===== src/rtl/seq_restoring_divider.sv =====
// Iterative unsigned restoring divider: one quotient bit per clock.
// Result is packed as {remainder, quotient}; divide-by-zero finishes in one cycle.
module seq_restoring_divider #(
    parameter int N = 8
) (
    input  logic           clk,
    input  logic           rst,
    input  logic           start,
    input  logic [N-1:0]   x,
    input  logic [N-1:0]   y,
    output logic           busy,
    output logic           done,
    output logic           div_by_zero,
    output logic [2*N-1:0] result
);

    localparam int CW = $clog2(N) + 1;

    typedef enum logic [1:0] {
        IDLE,
        RUN,
        DONE
    } state_t;

    state_t        state;
    state_t        state_next;
    logic [N-1:0]  rem;
    logic [N-1:0]  quo;
    logic [N-1:0]  dvs;
    logic [CW-1:0] count;
    logic [N:0]    trial;
    logic [N-1:0]  rem_next;
    logic [N-1:0]  quo_next;
    logic          last_iter;
    logic          accept;

    // Trial subtraction is one bit wider than the operands so a partial
    // remainder at or above 2^(N-1) still shifts without losing its MSB.
    always_comb begin
        trial     = {rem, quo[N-1]} - {1'b0, dvs};
        rem_next  = {rem[N-2:0], quo[N-1]};
        quo_next  = {quo[N-2:0], 1'b0};
        if (!trial[N]) begin
            rem_next = trial[N-1:0];
            quo_next = {quo[N-2:0], 1'b1};
        end
        last_iter = (count == CW'(N - 1));
        accept    = (state == IDLE) && start;
    end

    always_ff @(posedge clk or posedge rst) begin
        if (rst) begin
            state <= IDLE;
        end else begin
            state <= state_next;
        end
    end

    always_comb begin
        state_next = state;
        busy       = 1'b0;
        done       = 1'b0;
        case (state)
            IDLE: begin
                if (start) begin
                    state_next = (y == '0) ? DONE : RUN;
                end
            end
            RUN: begin
                busy = 1'b1;
                if (last_iter) begin
                    state_next = DONE;
                end
            end
            DONE: begin
                done       = 1'b1;
                state_next = IDLE;
            end
            default: state_next = IDLE;
        endcase
    end

    // Working registers and the visible result; result only moves on completion.
    always_ff @(posedge clk or posedge rst) begin
        if (rst) begin
            rem         <= '0;
            quo         <= '0;
            dvs         <= '0;
            count       <= '0;
            div_by_zero <= 1'b0;
            result      <= '0;
        end else if (accept) begin
            if (y == '0) begin
                div_by_zero <= 1'b1;
                result      <= {x, {N{1'b1}}};
            end else begin
                rem         <= '0;
                quo         <= x;
                dvs         <= y;
                count       <= '0;
                div_by_zero <= 1'b0;
            end
        end else if (state == RUN) begin
            rem   <= rem_next;
            quo   <= quo_next;
            count <= count + CW'(1);
            if (last_iter) begin
                result <= {rem_next, quo_next};
            end
        end
    end

endmodule


===== config.mk =====
export PLATFORM = sky130hd
export DESIGN_NAME = seq_restoring_divider
export DESIGN_NICKNAME = d
export VERILOG_FILES = /design/src/rtl/seq_restoring_divider.sv
export SDC_FILE = /design/constraint.sdc
export NUM_CORES = 1
export LEC_CHECK = 0
export CAP_MARGIN = 5
export CORE_ASPECT_RATIO = 0.75
export CORE_MARGIN = 5
export CORE_UTILIZATION = 45
export CTS_BUF_LIST = sky130_fd_sc_hd__clkbuf_8
export CTS_CLUSTER_DIAMETER = 40
export CTS_CLUSTER_SIZE = 24
export DETAILED_ROUTE_END_ITERATION = 10
export DONT_BUFFER_PORTS = 1
export PLACE_DENSITY = 0.62
export REMOVE_ABC_BUFFERS = 1
export SLEW_MARGIN = 25
export SYNTH_ARGS = -nofsm -noshare
export SYNTH_HDL_FRONTEND = slang
export SYNTH_SLANG_ARGS = --single-unit

===== constraint.sdc =====
create_clock -name clk -period 3 [get_ports clk]
set_clock_uncertainty 0.1 [all_clocks]
set_input_delay 0.3 -clock clk [delete_from_list [all_inputs] [get_ports clk]]
set_output_delay 0.3 -clock clk [all_outputs]
set_load 0.01 [all_outputs]

; ---- Yosys cells after proc, flatten, opt, wreduce, memory -nomap -nowiden
; Index checks and enable logic that the tools add are counted.
[totals]
regBits = 47
latch_bits = 0
mem_bits_rw = 0
rom_bits = 0
inputBits = 19
wordCells = 48
n_memories = 0
[op_classes]
add_sub_neg = 2
n_mul = 0
div = 0
n_lt_le_gt_ge = 0
n_eq_ne = 7
shift = 0
mux = 22
bitwise = 1
reduce_logical = 9
[op_table]
columns = operator, count
row1 = 2-to-1 mux 16 bit, 4
row2 = 2-to-1 mux 8 bit, 7
row3 = 2-to-1 mux 4 bit, 3
row4 = subtractor 9 x 8 -> 9 bit, 1
row5 = logical NOT 8 bit, 1
row6 = 2-to-1 mux 2 bit, 3
row7 = "!= test 2 bit, second input constant", 3
row8 = AND reduction 2 bit, 3
row9 = "adder 4 x 1 -> 4 bit, second input constant", 1
row10 = "equality test 4 x 3 -> 1 bit, second input constant", 1
row11 = 2-to-1 mux 1 bit, 4
row12 = one-hot mux 2 bit (2 select lines), 1
row13 = nonzero test 2 bit, 2
row14 = AND reduction 3 bit, 1
row15 = "equality test 2 x 1 -> 1 bit, second input constant", 1
row16 = "equality test 2 bit, second input constant", 1
row17 = logical NOT 2 bit, 1
row18 = "!= test 2 x 1 -> 1 bit, second input constant", 1
row19 = logical AND 1 bit, 1
row20 = inverter 1 bit, 1

; ---- Depth between registers and ports, before layout
; Gate-level depths: netlist of the first run.
[depth]
word_depth = 5
ltp_mapped = 10

; ---- Worst setup path before layout of the first run
; No wires, ideal clock.
[synth_path]
path_type = register to register
from = register quo[7]
to = register result[14]
t_arrival_ns = 2.326
setup_slack_ns = 0.439
path_stages_with_launch = 11
n_path_buf = 0
synth_period_minus_slack_ns = 2.561
cell_sequence = dfrtp_1 inv_1 ha_1 inv_1 fa_1 a211o_1 a21oi_4 mux2i_2 nor3_2 a211oi_1 a31oi_1
[synth_between]
elab_chain_len = 5
[synth_rtl]
columns = item, line_no
row1 = "start, declared", 28  ; logic [N-1:0] quo;
row2 = "start signal, assigned", 105  ; quo <= quo_next;
row3 = subtractor 9 x 8 -> 9 bit, 40  ; trial = {rem, quo[N-1]} - {1'b0, dvs};
row4 = 2-to-1 mux 8 bit, 43  ; if (!trial[N]) begin
row5 = 2-to-1 mux 16 bit, 107  ; if (last_iter) begin
row6 = 2-to-1 mux 16 bit, 103  ; end else if (state == RUN) begin
row7 = 2-to-1 mux 16 bit, 92  ; end else if (accept) begin
row8 = "end signal, assigned", 95  ; result <= {x, {N{1'b1}}};
row9 = "end signal, assigned", 108  ; result <= {rem_next, quo_next};
row10 = "end, declared", 14  ; output logic [2*N-1:0] result
; No other way between the ends. The select of a mux whose other input is x is not followed.
; A chain may end at the register's enable or synchronous reset.

; ---- Worst setup path in the final report of the first run
[layout_path]
from = register quo[7]
to = register rem[6]
[layout_between]
elab_chain_len = 4
[layout_rtl]
columns = item, line_no
row1 = subtractor 9 x 8 -> 9 bit, 40
row2 = 2-to-1 mux 8 bit, 43
row3 = 2-to-1 mux 8 bit, 103
row4 = 2-to-1 mux 8 bit, 92
row5 = "end signal, assigned", 104  ; rem <= rem_next;
row6 = "end, declared", 27  ; logic [N-1:0] rem;
; No other way between the ends. The select of a mux whose other input is x is not followed.

==> results of run 1 <==
synthesized netlist by cell type (all sizes together):
cell type / number
nor2: 31
xor2: 4
ha: 9
a211o: 1
o22ai: 1
nor2b: 3
o21bai: 1
a32oi: 1
nand2b: 1
nand3: 7
a22oi: 2
mux2i: 5
clkbuf: 6
fa: 1
o31ai: 3
inv: 13
nand2: 51
a21o: 2
o211ai: 1
nor4: 2
buf: 4
a21oi: 11
o21ai: 35
a211oi: 2
and4: 1
o211a: 1
nor3b: 1
and3: 2
o21a: 1
a31oi: 10
nand3b: 2
xnor2: 2
dfrtp: 47
nor4b: 1
nor3: 5
o32ai: 1
mux2: 1
power by group through the flow:
| stage | clock, W | combinational [W] | sequential, W |
|---|---|---|---|
| 3_5_place_dp | 0 | 0.00187 | 0.00126 |
| 3_3_place_gp | 0 | 0.00184 | 0.00126 |
| 4_1_cts | 0.000444 | 0.00188 | 0.00125 |
| 6_report | 0.000432 | 0.00188 | 0.00125 |
| 5_1_grt | 0.000470 | 0.00212 | 0.00128 |
| 2_1_floorplan | 0 | 0.00148 | 0.00118 |
through the flow:
stage                     utilization, %  instance area (um^2)
after floorplan                        -                  2390
after global placement              48.0                  2540
after detailed placement            48.0                  2540
after CTS                           50.2                  2660
after global routing                50.4                  2670
final                               50.4                  2670
worst paths after layout:
path                        start        end  slack, ns
max                        quo[7]     rem[6]       0.15
max in group asynchronous     rst     rem[5]       1.85
min                          y[3]     dvs[3]       0.01
min reg2reg                quo[2]  result[3]       0.42
max reg2reg                quo[7]     rem[6]       0.15
min in group asynchronous     rst  result[2]       0.47
logic make-up (layout without fill, tap and decap cells):
family	Yosys count	in the layout	share of synthesized area (%)
AND/OR/NAND/NOR	107	107	19.4
XOR/XNOR	6	6	2.16
adder cells (fa/ha/maj)	10	10	5.45
buffers and inverters	23	29	3.70
flip-flops	47	47	48.3
multiplexers	6	6	2.67
AO/OA/AOI/OAI	73	73	18.3
state kept, by name, summed over array words and instances (netlist names):
name and count:
state 2, rem 8, count 4, result 16, div_by_zero 1, quo 8, dvs 8
metal layers:
layer	wire, um	part of all wire (%)	track usage, %
met1	2930	50	28.0
met2	2490	42	24.7
met3	449	7.6	5.12
met4	46	0.78	4.48
met5	0	0	0
timing repair:
action	CTS	global route
hold buffers	1	1
setup buffers	0	0
hold endpoints to repair	1	47
gates resized for setup	0	0
cell usage in the layout (no fill, tap or decap), drive strengths merged, types with 3 or more instances in the layout:
cell type | Yosys | final
a21oi | 11 | 11
a31oi | 10 | 10
buf | 4 | 6
clkbuf | 6 | 7
dfrtp | 47 | 47
ha | 9 | 9
inv | 13 | 12
mux2i | 5 | 5
nand2 | 51 | 51
nand3 | 7 | 7
nor2 | 31 | 31
nor2b | 3 | 3
nor3 | 5 | 5
o21ai | 35 | 35
o31ai | 3 | 3
xor2 | 4 | 4
worst register-to-register path, delay by kind of cell (launching register included):
family                     cells  cell delay (ns)
AOI/OAI and AO/OA              4             0.97
adders and majority gates      2             0.59
buffers and inverters          2             0.14
DFF                            1             0.39
muxes                          1             0.39
and+or+nand+nor                1             0.14
cell type report:
type | count | area, um^2
Clock inverter | 1 | 7.51
Inverter | 13 | 50.0
Timing Repair Buffer | 8 | 65.1
Clock buffer | 7 | 96.3
Tap cell | 75 | 93.8
Sequential cell | 47 | 1180
Fill cell | 526 | 2630
Multi-Input combinational cell | 202 | 1180
==> Flow_metrics.wiki, run 1 <==
{| class="wikitable"
! Metric !! Value
|-
| Result of the run || complete, no violations
|-
| Critical Path Max Stage Delay || 0.42 ns
|-
| Total half-perimeter wirelength after legalization and detailed placement || 4380 um
|-
| Flip-flop and latch count after synthesis || 47
|-
| Seq/Total Area, Yosys || 48.3%
|-
| Tmin final || 2.85 ns
|-
| GRT Resource Usage Total || 18.1%
|-
| Port Buffers || 0
|-
| Master cell of the clock root buffer || sky130_fd_sc_hd__clkbuf_8
|-
| Relative contribution of sequential cells to total power || 35.0%
|-
| Post-detailed-route DRC marker count || 0
|-
| Distinct cell type count after synthesis || 46
|-
| Cells on worst reg2reg path || 10
|-
| Power Internal || 0.00193 W
|-
| Worst-Skew Late Latency || 0.30 ns
|-
| Number of nets at the end of the flow || 306
|-
| Top-area cell type share of the netlist area || 48.3%
|-
| Design Power || 0.00356 W
|-
| Tightest slew margin relative to the limit || 47.0%
|-
| Average via count per standard cell || 5.46
|-
| Maximum fanout encountered on the critical timing path || 5
|-
| Crit-path leading delay family || compound AO/OA/AOI/OAI gates
|-
| Standard cell core area || 5300 um^2
|-
| Comb pwr share || 52.8%
|-
| Unrepaired setup endpoints after global routing || no
|-
| Number of clock sinks seen by CTS || 47
|-
| Critical path startpoint category || flop
|-
| Kind of capture point of the worst setup path || flop
|-
| Clock-pin slew of the registers on the worst-case setup and hold paths || 0.09 ns
|-
| Crit path max-delay cell type || sky130_fd_sc_hd__fa_1
|-
| Antenna diodes || 0
|-
| Global placer's final weighted congestion || 0.820
|-
| Io pins || 38
|-
| H-tree depth || 2
|-
| Number of cells in the design after placement || 343
|-
| Clock tree from TritonCTS || done
|-
| Final hold slack || 0.0131 ns
|-
| Crit path cell chain || inv_1, ha_1, inv_1, fa_1, a211o_1, a21oi_4, mux2i_2, nor3_2, a211oi_1, a21oi_1
|-
| Worst setup margin || 0.150 ns
|-
| Number of antenna violations at the first check in global routing || 0
|-
| Critical path class || flop to flop
|-
| Switching part of the total || 45.7%
|-
| Min-delay worst type || input pin to flop
|-
| Die extent in x || 94.9 um
|-
| Synthesized area divided by synthesized cell count || 8.95 um^2
|-
| Synth Warn # || 0
|-
| Total die area || 7000 um^2
|-
| Initial Utilization || 46.0%
|-
| Largest net degree at the start of global routing || 48
|-
| Mapped cell area || 2430 um^2
|-
| Number of search-and-repair iterations in the first detailed-routing pass || 4
|-
| Critical path depth in cells || 10
|-
| Chip Height || 73.7 um
|-
| Final setup violation count || 0
|-
| Cell mode on critical path || sky130_fd_sc_hd__inv_1
|-
| Max cap viols || 0
|-
| Switch Pwr || 0.00163 W
|-
| Antenna Violating Nets Remaining || 0
|-
| Power density normalized to cell area || 1330 nW/um^2
|-
| Number of vias in the routed layout || 1926
|-
| Largest area contributor in the synthesized netlist || sky130_fd_sc_hd__dfrtp_1
|-
| Top area cells in the synthesized netlist || sky130_fd_sc_hd__dfrtp_1, sky130_fd_sc_hd__nand2_1, sky130_fd_sc_hd__o21ai_0
|-
| Leakage || 1.16 nW
|-
| Fraction of layout cells with a size suffix above 1 || 9.35%
|-
| Clk network pwr share || 12.2%
|-
| Count of non-filler cells in the finished layout || 353
|-
| Average detailed-routed wire length per instance || 16.8 um
|-
| Setup slack after placement || 0.180 ns
|-
| Num CTS Buffers || 5
|-
| Std-Cell Rows || 23
|-
| Longest Clk Path Bufs || 2
|-
| Total length of routed wires || 5910 um
|-
| Worst slew pin tran || 0.794 ns
|-
| Buffers & Inverters on Critical Path || 2
|-
| Vias in the first global route || 1785
|-
| F_max || 0.351 GHz
|-
| Highest ir drop seen on vdd || 0.000664 V
|-
| Max-slew violations || 0
|-
| Share of the cycle needed by the critical path after routing || 95.0%
|-
| Summed negative setup slack over all endpoints || 0 ns
|-
| Detailed Route Iter0 Violations || 100
|-
| Aggregate global routing overflow || 0
|-
| Number of failing hold endpoints at the final stage || 0
|-
| Post-Synthesis Cells || 272
|-
| Count of cells along the worst hold path || 2
|-
| Layout Area Growth over Synthesis || 9.56%
|-
| Crit path arrival time || 2.91 ns
|-
| Global-route wire length before repair || 9590 um
|-
| Required time of the critical path || 3.06 ns
|}
No activity file was read; power rests on OpenSTA's default activity.
==> run 2, diff against run 1 <==
--- a/config.mk
+++ b/config.mk
@@ -7,14 +7,14 @@
 export LEC_CHECK = 0
 export CAP_MARGIN = 5
 export CORE_ASPECT_RATIO = 0.75
-export CORE_MARGIN = 5
+export CORE_MARGIN = 2
 export CORE_UTILIZATION = 45
 export CTS_BUF_LIST = sky130_fd_sc_hd__clkbuf_8
 export CTS_CLUSTER_DIAMETER = 40
 export CTS_CLUSTER_SIZE = 24
 export DETAILED_ROUTE_END_ITERATION = 10
 export DONT_BUFFER_PORTS = 1
-export PLACE_DENSITY = 0.62
+export PLACE_DENSITY = 0.63
 export REMOVE_ABC_BUFFERS = 1
 export SLEW_MARGIN = 25
 export SYNTH_ARGS = -nofsm -noshare
==> Flow_metrics.wiki, run 2 (synthesis results as in run 1) <==
{| class="wikitable"
! Metric !! Value
|-
| Tmin final || 2.80 ns (-0.0497 ns)
|-
| Critical Path Max Stage Delay || 0.42 ns (about the same)
|-
| Antenna Violating Nets Remaining || 0 (unchanged)
|-
| Share of the cycle needed by the critical path after routing || 93.4% (-1.7 points)
|-
| Critical path class || flop to flop
|-
| Result of the run || complete, no violations
|-
| Worst-Skew Late Latency || 0.30 ns (about the same)
|-
| Number of search-and-repair iterations in the first detailed-routing pass || 4 (unchanged)
|-
| Worst slew pin tran || 0.810 ns (+0.0159 ns)
|-
| Most flop-heavy register || result
|-
| Crit-path leading delay family || compound AO/OA/AOI/OAI gates
|-
| Tightest slew margin relative to the limit || 46.0% (-1.1 points)
|-
| Most common cell after layout, fill and taps aside || sky130_fd_sc_hd__nand2_1
|-
| Global placer's final weighted congestion || 0.851 (+3.9%)
|-
| Clock-pin slew of the registers on the worst-case setup and hold paths || 0.08 ns (about the same)
|-
| Critical path startpoint category || flop
|-
| Vias in the first global route || 1854 (+3.9%)
|-
| Average detailed-routed wire length per instance || 16.0 um (-4.3%)
|-
| Std-Cell Rows || 23 (unchanged)
|-
| Aggregate global routing overflow || 0 (unchanged)
|-
| Min-delay worst type || input pin to flop
|-
| Number of failing hold endpoints at the final stage || 0 (unchanged)
|-
| Number of nets at the end of the flow || 305 (-0.33%)
|-
| Max cap viols || 0 (unchanged)
|-
| Summed negative setup slack over all endpoints || 0 ns (unchanged)
|-
| Fraction of layout cells with a size suffix above 1 || 9.39% (+0.034 points)
|-
| Kind of capture point of the worst setup path || flop
|-
| Gates resized, CTS repair || 0 (unchanged)
|-
| Crit path cell chain || inv_1, ha_1, inv_1, fa_1, a211o_1, a21oi_4, mux2i_2, nor3_2, a211oi_1, a31oi_1
|-
| Longest Clk Path Bufs || 2 (unchanged)
|-
| Maximum fanout encountered on the critical timing path || 5 (unchanged)
|-
| Final setup violation count || 0 (unchanged)
|-
| Layout fillers || 525 (-0.19%)
|-
| Crit path arrival time || 2.87 ns (-0.04 ns)
|-
| Number of vias in the routed layout || 1956 (+1.6%)
|-
| GRT Resource Usage Total || 21.1% (+3.0 points)
|-
| Average via count per standard cell || 5.56 (+1.8%)
|-
| Crit path max-delay cell type || sky130_fd_sc_hd__fa_1
|-
| Total half-perimeter wirelength after legalization and detailed placement || 4120 um (-5.9%)
|-
| Io pins || 38 (unchanged)
|-
| Flip-flop count of the largest register after layout || 16 (unchanged)
|-
| Number of clock sinks seen by CTS || 47 (unchanged)
|-
| Leakage || 1.16 nW (+0.30%)
|-
| Master cell of the clock root buffer || sky130_fd_sc_hd__clkbuf_8
|-
| Unrepaired setup endpoints after global routing || no
|-
| Global-route wire length before repair || 9590 um (unchanged)
|-
| Largest net degree at the start of global routing || 48 (unchanged)
|-
| Antenna diodes || 0 (unchanged)
|-
| Power density normalized to cell area || 1340 nW/um^2 (+0.65%)
|-
| Detailed Route Iter0 Violations || 136 (+36%)
|-
| Commonest non-fill, non-tap cells in the layout || sky130_fd_sc_hd__nand2_1, sky130_fd_sc_hd__dfrtp_1, sky130_fd_sc_hd__o21ai_0
|-
| Port Buffers || 0 (unchanged)
|-
| Cell mode on critical path || sky130_fd_sc_hd__inv_1
|-
| Die extent in x || 88.9 um (-6.3%)
|-
| H-tree depth || 2 (unchanged)
|-
| Max-slew violations || 0 (unchanged)
|-
| Chip Height || 67.7 um (-8.1%)
|-
| Total length of routed wires || 5640 um (-4.6%)
|-
| Total die area || 6020 um^2 (-14%)
|-
| F_max || 0.357 GHz (+1.8%)
|-
| Layout Area Growth over Synthesis || 9.51% (about the same)
|-
| Highest ir drop seen on vdd || 0.000720 V (+8.4%)
|-
| Clock tree from TritonCTS || done
|-
| Initial Utilization || 46.2% (+0.25 points)
|-
| Post-detailed-route DRC marker count || 0 (unchanged)
|-
| Standard cell core area || 5270 um^2 (-0.54%)
|-
| Buffers & Inverters on Critical Path || 2 (unchanged)
|-
| Design Power || 0.00358 W (+0.60%)
|-
| Num CTS Buffers || 5 (unchanged)
|-
| Required time of the critical path || 3.07 ns (about the same)
|-
| Number of antenna violations at the first check in global routing || 0 (unchanged)
|}
[run 2: metal layers]
metal | GRT usage, % | wire length, um
met3 | 5.13 | 423
met2 | 29.7 | 2410
met5 | 0 | 0
met4 | 5.22 | 45
met1 | 32.3 | 2760
[run 2: where the power goes]
| group | switching [W] | internal, W |
|---|---|---|
| Sequential | 0.000287 | 0.000953 |
| Clock | 0.000222 | 0.000248 |
| Combinational | 0.00110 | 0.000766 |
| Total | 0.00161 | 0.00197 |
[run 2: cell type report]
cell class | instances | area [um^2] | share of cell area, %
Multi-Input combinational cell | 202 | 1180 | 44.2
Sequential cell | 47 | 1180 | 44.1
Tap cell | 75 | 93.8 | 3.52
Clock buffer | 5 | 68.8 | 2.58
Timing Repair Buffer | 7 | 55.1 | 2.06
Inverter | 13 | 50.0 | 1.88
Clock inverter | 3 | 43.8 | 1.64
[run 2: metrics by stage]
| step | std cells | cell area (um^2) | setup WS [ns] | hold WS (ns) | utilization, % |
|---|---|---|---|---|---|
| 2_1_floorplan | 262 | 2390 | 0.0528 | 0.305 | - |
| 3_3_place_gp | 343 | 2540 | 0.324 | 0.317 | 48.3 |
| 3_5_place_dp | 343 | 2540 | 0.217 | 0.318 | 48.3 |
| 4_1_cts | 351 | 2660 | 0.199 | 0.000576 | 50.4 |
| 5_1_grt | 352 | 2670 | 0.00951 | 0.0133 | 50.6 |
| 6_report | 352 | 2670 | 0.199 | 0.0115 | 50.6 |
[run 2: repair_timing]
action                    in CTS  in global routing
hold endpoints to repair       0                 43
hold buffers                   0                  1
setup buffers                  0                  0
[run 2: final timing paths]
| path | startpoint | to | slack (ns) | cells after the start |
|---|---|---|---|---|
| min in group asynchronous | rst | result[3] | 0.48 | 2 |
| max in group asynchronous | rst | result[0] | 1.83 | 2 |
| hold / removal | y[0] | dvs[0] | 0.01 | 2 |
| setup reg to reg | quo[7] | result[14] | 0.20 | 10 |
| hold reg to reg | dvs[0] | dvs[0] | 0.40 | 2 |
| setup / recovery | quo[7] | result[14] | 0.20 | 10 |
==> run 3, diff against run 2 <==
--- a/config.mk
+++ b/config.mk
@@ -14,7 +14,7 @@
 export CTS_CLUSTER_SIZE = 24
 export DETAILED_ROUTE_END_ITERATION = 10
 export DONT_BUFFER_PORTS = 1
-export PLACE_DENSITY = 0.63
+export PLACE_DENSITY_LB_ADDON = 0.25
 export REMOVE_ABC_BUFFERS = 1
 export SLEW_MARGIN = 25
 export SYNTH_ARGS = -nofsm -noshare
==> Flow_metrics.wiki, run 3 (synthesis results as in run 1) <==
{| class="wikitable"
! Metric !! Value
|-
| Layout fillers || 502 (-4.4%)
|-
| Detailed Route Iter0 Violations || 122 (-10%)
|-
| Vias in the first global route || 1771 (-4.5%)
|-
| R2R Path Start || quo[7]
|-
| Most common cell after layout, fill and taps aside || sky130_fd_sc_hd__nand2_1
|-
| Number of buffers added for setup after CTS || 0 (unchanged)
|-
| Chip Height || 67.7 um (unchanged)
|-
| End of the worst register-to-register path || rem[6]
|-
| Critical path class || flop to flop
|-
| Number of vias in the routed layout || 1912 (-2.2%)
|-
| Clock-pin slew of the registers on the worst-case setup and hold paths || 0.09 ns (about the same)
|-
| Maximum fanout encountered on the critical timing path || 5 (unchanged)
|-
| Post-route cell area || 2650 um^2 (-0.47%)
|-
| Total length of routed wires || 5530 um (-2.1%)
|-
| Leakage || 1.15 nW (-1.1%)
|-
| Critical path origin || quo[7]
|-
| Count of cells along the worst hold path || 2 (unchanged)
|-
| Share of the cycle needed by the critical path after routing || 93.4% (about the same)
|-
| Number of failing hold endpoints at the final stage || 0 (unchanged)
|-
| Global placer's final weighted congestion || 0.846 (-0.59%)
|-
| Critical path startpoint category || flop
|-
| Standard cell core area || 5270 um^2 (unchanged)
|-
| Number of buffers added to fix hold violations after cts || 0 (unchanged)
|-
| Critical path capture point || rem[6]
|-
| Min-delay worst type || input pin to flop
|-
| Tmin final || 2.80 ns (+0.00216 ns)
|-
| Average via count per standard cell || 5.42 (-2.5%)
|-
| Num CTS Buffers || 5 (unchanged)
|-
| Final setup violation count || 0 (unchanged)
|-
| Master cell of the clock root buffer || sky130_fd_sc_hd__clkbuf_8
|-
| Summed negative setup slack over all endpoints || 0 ns (unchanged)
|-
| Antenna Violating Nets Remaining || 0 (unchanged)
|-
| Worst slew pin tran || 0.809 ns (-0.000810 ns)
|-
| Largest net degree at the start of global routing || 48 (unchanged)
|-
| Number of antenna violations at the first check in global routing || 0 (unchanged)
|-
| Die extent in x || 88.9 um (unchanged)
|-
| Kind of capture point of the worst setup path || flop
|-
| Max-slew violations || 0 (unchanged)
|-
| Commonest non-fill, non-tap cells in the layout || sky130_fd_sc_hd__nand2_1, sky130_fd_sc_hd__dfrtp_1, sky130_fd_sc_hd__o21ai_0
|-
| Io pins || 38 (unchanged)
|-
| Most flop-heavy register || result
|-
| Area after DPL || 2550 um^2 (+0.30%)
|-
| Worst-Skew Late Latency || 0.30 ns (about the same)
|-
| Clock tree from TritonCTS || done
|-
| Aggregate global routing overflow || 0 (unchanged)
|-
| Initial Utilization || 46.2% (unchanged)
|-
| Gates resized, CTS repair || 0 (unchanged)
|-
| Result of the run || complete, no violations
|-
| Post-detailed-route DRC marker count || 0 (unchanged)
|-
| Layout Area Growth over Synthesis || 8.99%
|-
| H-tree depth || 2 (unchanged)
|-
| Highest ir drop seen on vdd || 0.000779 V (+8.1%)
|-
| F_max || 0.357 GHz (about the same)
|-
| Longest Clk Path Bufs || 2 (unchanged)
|-
| Average detailed-routed wire length per instance || 15.7 um (-2.3%)
|-
| Max cap viols || 0 (unchanged)
|-
| GRT Resource Usage Total || 19.8% (-1.3 points)
|-
| Number of nets at the end of the flow || 306 (+0.33%)
|-
| Setup slack of the most critical reg-to-reg path || 0.20 ns (about the same)
|-
| Required time of the critical path || 3.06 ns (about the same)
|-
| Total die area || 6020 um^2 (unchanged)
|-
| Tightest slew margin relative to the limit || 46.0% (+0.054 points)
|-
| Number of search-and-repair iterations in the first detailed-routing pass || 4 (unchanged)
|-
| Number of clock sinks seen by CTS || 47 (unchanged)
|-
| Flip-flop count of the largest register after layout || 16 (unchanged)
|-
| Global-route wire length before repair || 8980 um (-6.3%)
|-
| Antenna diodes || 0 (unchanged)
|-
| Unrepaired setup endpoints after global routing || no
|-
| Fraction of layout cells with a size suffix above 1 || 9.71% (+0.33 points)
|-
| Std-Cell Rows || 23 (unchanged)
|-
| Cells on worst reg2reg path || 10 (unchanged)
|-
| Total half-perimeter wirelength after legalization and detailed placement || 4080 um (-1.0%)
|-
| Port Buffers || 0 (unchanged)
|-
| Power density normalized to cell area || 1320 nW/um^2 (-1.8%)
|-
| Crit path arrival time || 2.86 ns (about the same)
|}
run 3: cell count changes in the layout (fill, tap and decap cells not counted), sizes merged:
cell / delta
clkinvlp: +2
buf: +1
clkinv: -2
inv: +1
bufinv: -1
run 3: routing by layer:
layer / track usage (%) / wire length (um)
met2: 28.0 / 2240
met5: 0 / 0
met1: 30.9 / 2970
met3: 4.16 / 286
met4: 4.48 / 29
run 3: worst min path at each step:
stage / start / end / slack (ns)
after CTS: y[3] / dvs[3] / 0.004
after global routing: y[4] / dvs[4] / 0.01
after global placement: y[0] / dvs[0] / 0.32
after floorplan: y[0] / dvs[0] / 0.31
final: y[4] / dvs[4] / 0.01
after detailed placement: y[1] / dvs[1] / 0.33
run 3: layout make-up:
class | instances | area, um^2 | share of cell area, %
Multi-Input combinational cell | 202 | 1180 | 44.4
Sequential cell | 47 | 1180 | 44.3
Tap cell | 75 | 93.8 | 3.54
Clock buffer | 5 | 68.8 | 2.59
Timing Repair Buffer | 8 | 62.6 | 2.36
Inverter | 13 | 50.0 | 1.89
Clock inverter | 3 | 23.8 | 0.896
run 3: critical path, cell delays in order, from the launching register on:
cell,delay (ns)
sky130_fd_sc_hd__dfrtp_1,0.38
sky130_fd_sc_hd__inv_1,0.07
sky130_fd_sc_hd__ha_1,0.17
sky130_fd_sc_hd__inv_1,0.06
sky130_fd_sc_hd__fa_1,0.42
sky130_fd_sc_hd__a211o_1,0.32
sky130_fd_sc_hd__a21oi_4,0.17
sky130_fd_sc_hd__mux2i_2,0.38
sky130_fd_sc_hd__nor3_2,0.14
sky130_fd_sc_hd__a211oi_1,0.34
sky130_fd_sc_hd__a21oi_1,0.12
run 3: where the power goes:
| part | internal (W) | switching (W) |
|---|---|---|
| clock | 0.000167 | 0.000228 |
| combinational | 0.000773 | 0.00109 |
| sequential | 0.000953 | 0.000289 |
| total | 0.00189 | 0.00160 |
run 3: stage by stage:
step | hold WS (ns) | total power, W | setup slack (ns) | std cells | util (%)
floorplan | 0.305 | 0.00266 | 0.0528 | 262 | -
CTS | 0.00378 | 0.00352 | 0.180 | 352 | 50.2
global placement | 0.316 | 0.00309 | 0.325 | 344 | 48.4
finish | 0.0128 | 0.00350 | 0.197 | 353 | 50.4
detailed placement | 0.327 | 0.00312 | 0.207 | 344 | 48.4
global route | 0.00963 | 0.00381 | 0.0305 | 353 | 50.4
